--- config.mk ---
export PLATFORM = sky130hd
export DESIGN_NAME = bcast_buf
export DESIGN_NICKNAME = d
export VERILOG_FILES = /design/src/rtl/bcast_buf.sv
export SDC_FILE = /design/constraint.sdc
export NUM_CORES = 1
export LEC_CHECK = 0
export CAP_MARGIN = 20
export CORE_ASPECT_RATIO = 0.5
export CORE_MARGIN = 4
export CORE_UTILIZATION = 25
export DETAILED_ROUTE_END_ITERATION = 10
export PLACE_DENSITY_LB_ADDON = 0.08
export SLEW_MARGIN = 20
export SYNTH_ARGS = -nofsm -noshare
export SYNTH_HDL_FRONTEND = slang
export SYNTH_SLANG_ARGS = --single-unit
--- constraint.sdc ---
create_clock -name clk -period 2.19 [get_ports clk]
set_input_delay 0.3285 -clock clk [delete_from_list [all_inputs] [get_ports clk]]
set_output_delay 0.3285 -clock clk [all_outputs]
set_load 0.05 [all_outputs]
--- src/rtl/bcast_buf.sv ---
// bcast_buf: one-input, two-output broadcast buffer.
// Every accepted din item is delivered once on dout0 and once on dout1,
// in order. The item stays in the head register until both outputs have
// taken it. Each output tracks its own "already sent" flag, so the two
// consumers may complete in any order without losing or repeating data.
// Build option BCAST_BUF_SKID_EN: adds a second (tail) entry and a
// registered din_ready, which removes the combinational path from
// doutN_ready to din_ready. Without it, the buffer has a single entry
// and din_ready is combinational.
module bcast_buf #(
  parameter int DIN = 16
) (
  input  logic           clk,
  input  logic           rst,
  input  logic [DIN-1:0] din_data,
  input  logic           din_valid,
  output logic           din_ready,
  output logic [DIN-1:0] dout0_data,
  output logic           dout0_valid,
  input  logic           dout0_ready,
  output logic [DIN-1:0] dout1_data,
  output logic           dout1_valid,
  input  logic           dout1_ready
);

  logic           head_valid;
  logic [DIN-1:0] head_data;
  logic           sent0;
  logic           sent1;
  logic           hs0;
  logic           hs1;
  logic           retire;
  logic           accept;

  assign dout0_data = head_data;
  assign dout1_data = head_data;

  // Per-output valid/handshake. The head retires once each output has
  // either already sent the item or is sending it in this cycle.
  always_comb begin
    dout0_valid = head_valid & ~sent0;
    dout1_valid = head_valid & ~sent1;
    hs0         = dout0_valid & dout0_ready;
    hs1         = dout1_valid & dout1_ready;
    retire      = head_valid & (sent0 | hs0) & (sent1 | hs1);
    accept      = din_valid & din_ready;
  end

`ifdef BCAST_BUF_SKID_EN

  logic           tail_valid;
  logic [DIN-1:0] tail_data;
  logic           ready_q;
  logic [1:0]     occ_next;

  assign din_ready = ready_q;

  // Occupancy after this cycle's accept/retire. It never exceeds 2 because
  // ready_q is low whenever both entries are full.
  always_comb begin
    occ_next = {1'b0, head_valid} + {1'b0, tail_valid}
             + {1'b0, accept} - {1'b0, retire};
  end

  // Two-entry in-order buffer. The tail moves into the head on retire.
  // din_ready is registered from the next occupancy.
  always_ff @(posedge clk) begin
    if (!rst) begin
      head_valid <= 1'b0;
      head_data  <= '0;
      sent0      <= 1'b0;
      sent1      <= 1'b0;
      tail_valid <= 1'b0;
      tail_data  <= '0;
      ready_q    <= 1'b1;
    end else begin
      ready_q <= (occ_next < 2'd2);
      if (retire) begin
        sent0 <= 1'b0;
        sent1 <= 1'b0;
        if (tail_valid) begin
          head_data <= tail_data;
          if (accept) begin
            tail_data <= din_data;
          end else begin
            tail_valid <= 1'b0;
          end
        end else if (accept) begin
          head_data <= din_data;
        end else begin
          head_valid <= 1'b0;
        end
      end else begin
        sent0 <= sent0 | hs0;
        sent1 <= sent1 | hs1;
        if (accept) begin
          if (head_valid) begin
            tail_data  <= din_data;
            tail_valid <= 1'b1;
          end else begin
            head_data  <= din_data;
            head_valid <= 1'b1;
          end
        end
      end
    end
  end

`else

  // Single entry. A new item can load in the same cycle that the head
  // retires, so there is no bubble when both outputs are ready.
  assign din_ready = ~head_valid | retire;

  // Head register and sent flags. A freshly loaded item always starts
  // with both sent flags clear.
  always_ff @(posedge clk) begin
    if (!rst) begin
      head_valid <= 1'b0;
      head_data  <= '0;
      sent0      <= 1'b0;
      sent1      <= 1'b0;
    end else if (accept) begin
      head_valid <= 1'b1;
      head_data  <= din_data;
      sent0      <= 1'b0;
      sent1      <= 1'b0;
    end else if (retire) begin
      head_valid <= 1'b0;
      sent0      <= 1'b0;
      sent1      <= 1'b0;
    end else begin
      sent0 <= sent0 | hs0;
      sent1 <= sent1 | hs1;
    end
  end

`endif

endmodule
* Word level (Yosys, flattened, before mapping) *
Cells that the tools add are included.

storage, ports and cells
  register bits after elaboration = 19
  output and inout port bits = 35
  logic and storage cells = 22

operators by class
  mux-type cells = 2
  bitwise operators = 14
  reduce and logical (&&, ||, !) cells = 2

operator list
  cell               number
  $and 1x1->1        7
  $not 1->1          4
  $or 1x1->1         3
  $reduce_or 3->1    1
  $mux 1             2
  $reduce_bool 2->1  1

* Longest topological paths before layout *
  depth in word-level cells = 9
  gate-level depth with buffers = 6
  depth with buffers taken out = 3

* Worst setup path before layout *
No wires, ideal clock.

  kind = register -> output
  start = register head_valid
  end = output dout0_valid
  arrival = 1,331 ps
  data required time = 1,862 ps
  setup slack = 531 ps
  stages on the path, launching flop included = 5
  path buffers = 2
  path through = dfxtp_1 -> buf_4 -> inv_2 -> clkbuf_1 -> nor2_1

on the way
  cells in the longest elaborated chain, start to end = 1

RTL lines
  item                      line  text
  start: declaration        26    logic head_valid;
  start signal: assignment  119   head_valid <= 1'b0;
  start signal: assignment  124   head_valid <= 1'b1;
  start signal: assignment  129   head_valid <= 1'b0;
  $and 1x1->1               41    dout0_valid = head_valid & ~sent0;
  end: declaration          19    output logic dout0_valid,

No other way between the ends.

* Worst setup path after layout *
  start = register head_data[12], in the netlist dout0_data[12]
  end = output dout1_data[12]

RTL lines
  item                      line  text
  start: declaration        27    logic [DIN-1:0] head_data;
  start signal: assignment  125   head_data <= din_data;
  end: declaration          21    output logic [DIN-1:0] dout1_data,

No word-level cell between the ends.

==> reports/metrics.csv <==
stage;metric;value;unit
floorplanning;overall die height;57.83;um
synth;mux cell area share after synthesis;0;%
sta;hold_ws;514.6;ps
synth;sequential-to-total area share from yosys stat;30.65;%
synth;Synthesized Nets;169;
clocking;clock sink count;19;
sta;Tightest Pin Transition;496.6;ps
worst_setup_path;R2R Path End;dout0_data[3];
drt;DRT Wirelength;3.521;mm
synth;synth warn;0;
clocking;hold bufs inserted after CTS;0;
synth;count leader, synth;dfxtp_1;
floorplanning;Starting Density;27.02;%
drt;wl on met1;1.684;mm
clocking;CTS tree;done;
drt;Detailed Route Iter0 Violations;20;
clocking;clk slew on worst S/H paths;80;ps
worst_setup_path;CP delay by family, top;buffers and inverters;
drt;via count;1236;
cells_and_area;# nets final;199;
synth;Area contributors post-synth;dfxtp_1, and3b_1, buf_4, o211ai_1, a31oi_1;
power_and_ir_drop;Max VDD drop;216.2;uV
synth;xor and xnor fraction of the mapped netlist area;0;%
clocking;CTS resizes;0;
global_route;vias in the first global route;1178;
worst_setup_path;R2R setup slack;950;ps
clocking;clock buffer depth;2;
cells_and_area;area growth from synthesis to layout;40.52;%
clocking;H-tree depth;1;
synth;largest family of logic cells by synthesized area;simple AND/OR/NAND/NOR gates;
place;GPL Wtd Cong;0.6436;
cells_and_area;# diodes;0;
worst_hold_path;min-delay worst type;reg -> reg;
drt;DR top layer;met4;
synth;Compound-Gate Fraction of Synth Area;20.87;%
synth;Post-Syn Area;1241;um2
sta;clock skew;5.232;ps
synth;syn avg cell area;8.386;um2
worst_setup_path;CP Max Fanout;4;
sta;crit path time final;1802;ps
cells_and_area;share of cells above drive strength 1;7.345;%
global_route;total track usage;11.21;%
worst_setup_path;Reg2Reg Depth;4;
place;I/O Buffers;55;
worst_hold_path;HP Start;dout0_data[15];
global_route;Remaining Overflow, GRT;0;
global_route;global-route wire length before repair;5.623;mm
synth;flops & latches, synth;19;
floorplanning;Die W;107.6;um
drt;routed len/inst;14.49;um
synth;cell taking the most area after synthesis;dfxtp_1;
global_route;largest net degree at the start of global routing;35;
sta;fin crit share;82.28;%
sta;final hold viol count;0;
power_and_ir_drop;P_leak;0.0006352;uW
drt;met3 WL post-DR;172;um
clocking;total CTS buffers;3;
worst_hold_path;hold path cells;2;
synth;Async SR Flop Fraction;0;%
synth;top_reg_cell synth;dfxtp_1;
sta;slew margin rel.;66.79;%
flow_run;max cap viols;0;
synth;Synth top cells by count;dfxtp_1, buf_4, nand3_1, o211ai_1;
floorplanning;die area;6225;um2
synth;library cells used by synthesis;21;
synth;adder-cell share of the synthesized area;0;%
worst_setup_path;critical-path cell list;clkdlybuf4s50_1;
floorplanning;Core Area;4594;um2
synth;area share of the largest cell type after synthesis;30.65;%
cells_and_area;# fillers;495;
clocking;postcts setup bufs;0;
place;Detailed Place HPWL;2.367;mm
worst_setup_path;Worst path max stage delay;830;ps
floorplanning;Std-Cell Rows;17;
synth;instance count of the mapped netlist;148;
worst_setup_path;kind of start point of the critical path;flip-flop;
power_and_ir_drop;PwrDens;652.9;nW/um2
drt;DR vias/cell;5.086;
worst_setup_path;Worst Path Class, Setup;reg -> out;
worst_setup_path;critical path required time;1860;ps
drt;Initial DRT Pass Iterations;4;
drt;Antenna Nets Post-Route;0;
synth;simple-gate share of the synthesized area;29.33;%
clocking;CTS root buffer;clkbuf_8;
worst_setup_path;reg2reg start;sent0;
global_route;initial antenna violation count;0;
drt;DR WL met2;1.637;mm
synth;Post-synth EDFFs;0;
sta;Max Slew Vio Count;0;
worst_hold_path;Min-Delay Endpoint;dout0_data[15];
sta;fmax;554.9;MHz
floorplanning;Top-Level Pins;56;
sta;Final setup viols;0;
worst_setup_path;CP max stage cell;clkdlybuf4s50_1;
cells_and_area;register area;380.4;um2
worst_setup_path;WP buf/inv;1;
clocking;Clock Latency Late Sink;260;ps
worst_setup_path;crit path DAT;1470;ps
sta;TNS Setup;0;ps
sta;RSZ-0062 raised after global routing;no;
drt;DRC;0;
worst_setup_path;crit path capture type;primary output;
run_status;status;complete, no violations;
cells_and_area;area of the multi-input gates;623.1;um2
power by group:
group	leakage, uW	switching (uW)	internal (uW)
clock	0.0000228	121	129
combinational	0.000456	312	173
sequential	0.000157	27.3	376
cell type report:
class                   count  area share (%)
inverters                   2          0.4304
flip-flops and latches     19           21.81
clock buffers               4           2.583
well taps                  66           4.735
multi-input cells          93           35.72
repair buffers             59           34.72
per-layer routing:
metal	global-route usage, %	up-vias
li1	-	607
met1	14.26	600
met2	18.82	27
met3	3.226	2
met4	2.878	0
met5	0	-
registers in the layout (all words and copies together) (netlist names):
signal and count:
dout0_data 16, head_valid 1, sent0 1, sent1 1
layout by cell type (no fill, tap or decap), types with 2 or more instances in the layout:
cell | synthesis | routed
clkdlybuf4s50_1 | 0 | 51
clkbuf_8 | 0 | 3
buf_4 | 17 | 4
nor2_1 | 3 | 3
nand3_1 | 17 | 17
a31oi_1 | 16 | 16
buf_12 | 0 | 3
dfxtp_1 | 19 | 19
o211ai_1 | 17 | 17
nand4_1 | 16 | 16
and3b_1 | 16 | 16
a21boi_1 | 2 | 2
through the flow:
stage	area (um2)	total power, uW	util (%)	cells	worst slack [ps]
finish	1744	1139	37.96	243	388.0
global route	1744	1203	37.96	243	326.2
CTS	1744	1161	37.96	243	375.6
detailed placement	1699	899.5	36.98	239	439.8
global placement	1699	895.8	36.98	239	469.3
floorplan	1241	754.6	-	148	530.8
worst max path at each step:
stage | slack (ps) | start | depth (start not counted) | endpoint
finish | 390 | dout0_data[12] | 1 | dout1_data[12]
global route | 330 | dout0_data[14] | 1 | dout1_data[14]
CTS | 380 | dout0_data[12] | 1 | dout1_data[12]
global placement | 470 | din_valid | 5 | dout0_data[0]
detailed placement | 440 | din_valid | 5 | dout0_data[3]
floorplan | 530 | head_valid | 4 | dout0_valid
logic make-up after synthesis:
family                 count (synthesis)
flip-flops                            19
buffers and inverters                 36
AND/OR/NAND/NOR                       56
AO/OA/AOI/OAI                         37
No activity file was read; power rests on OpenSTA's default activity.
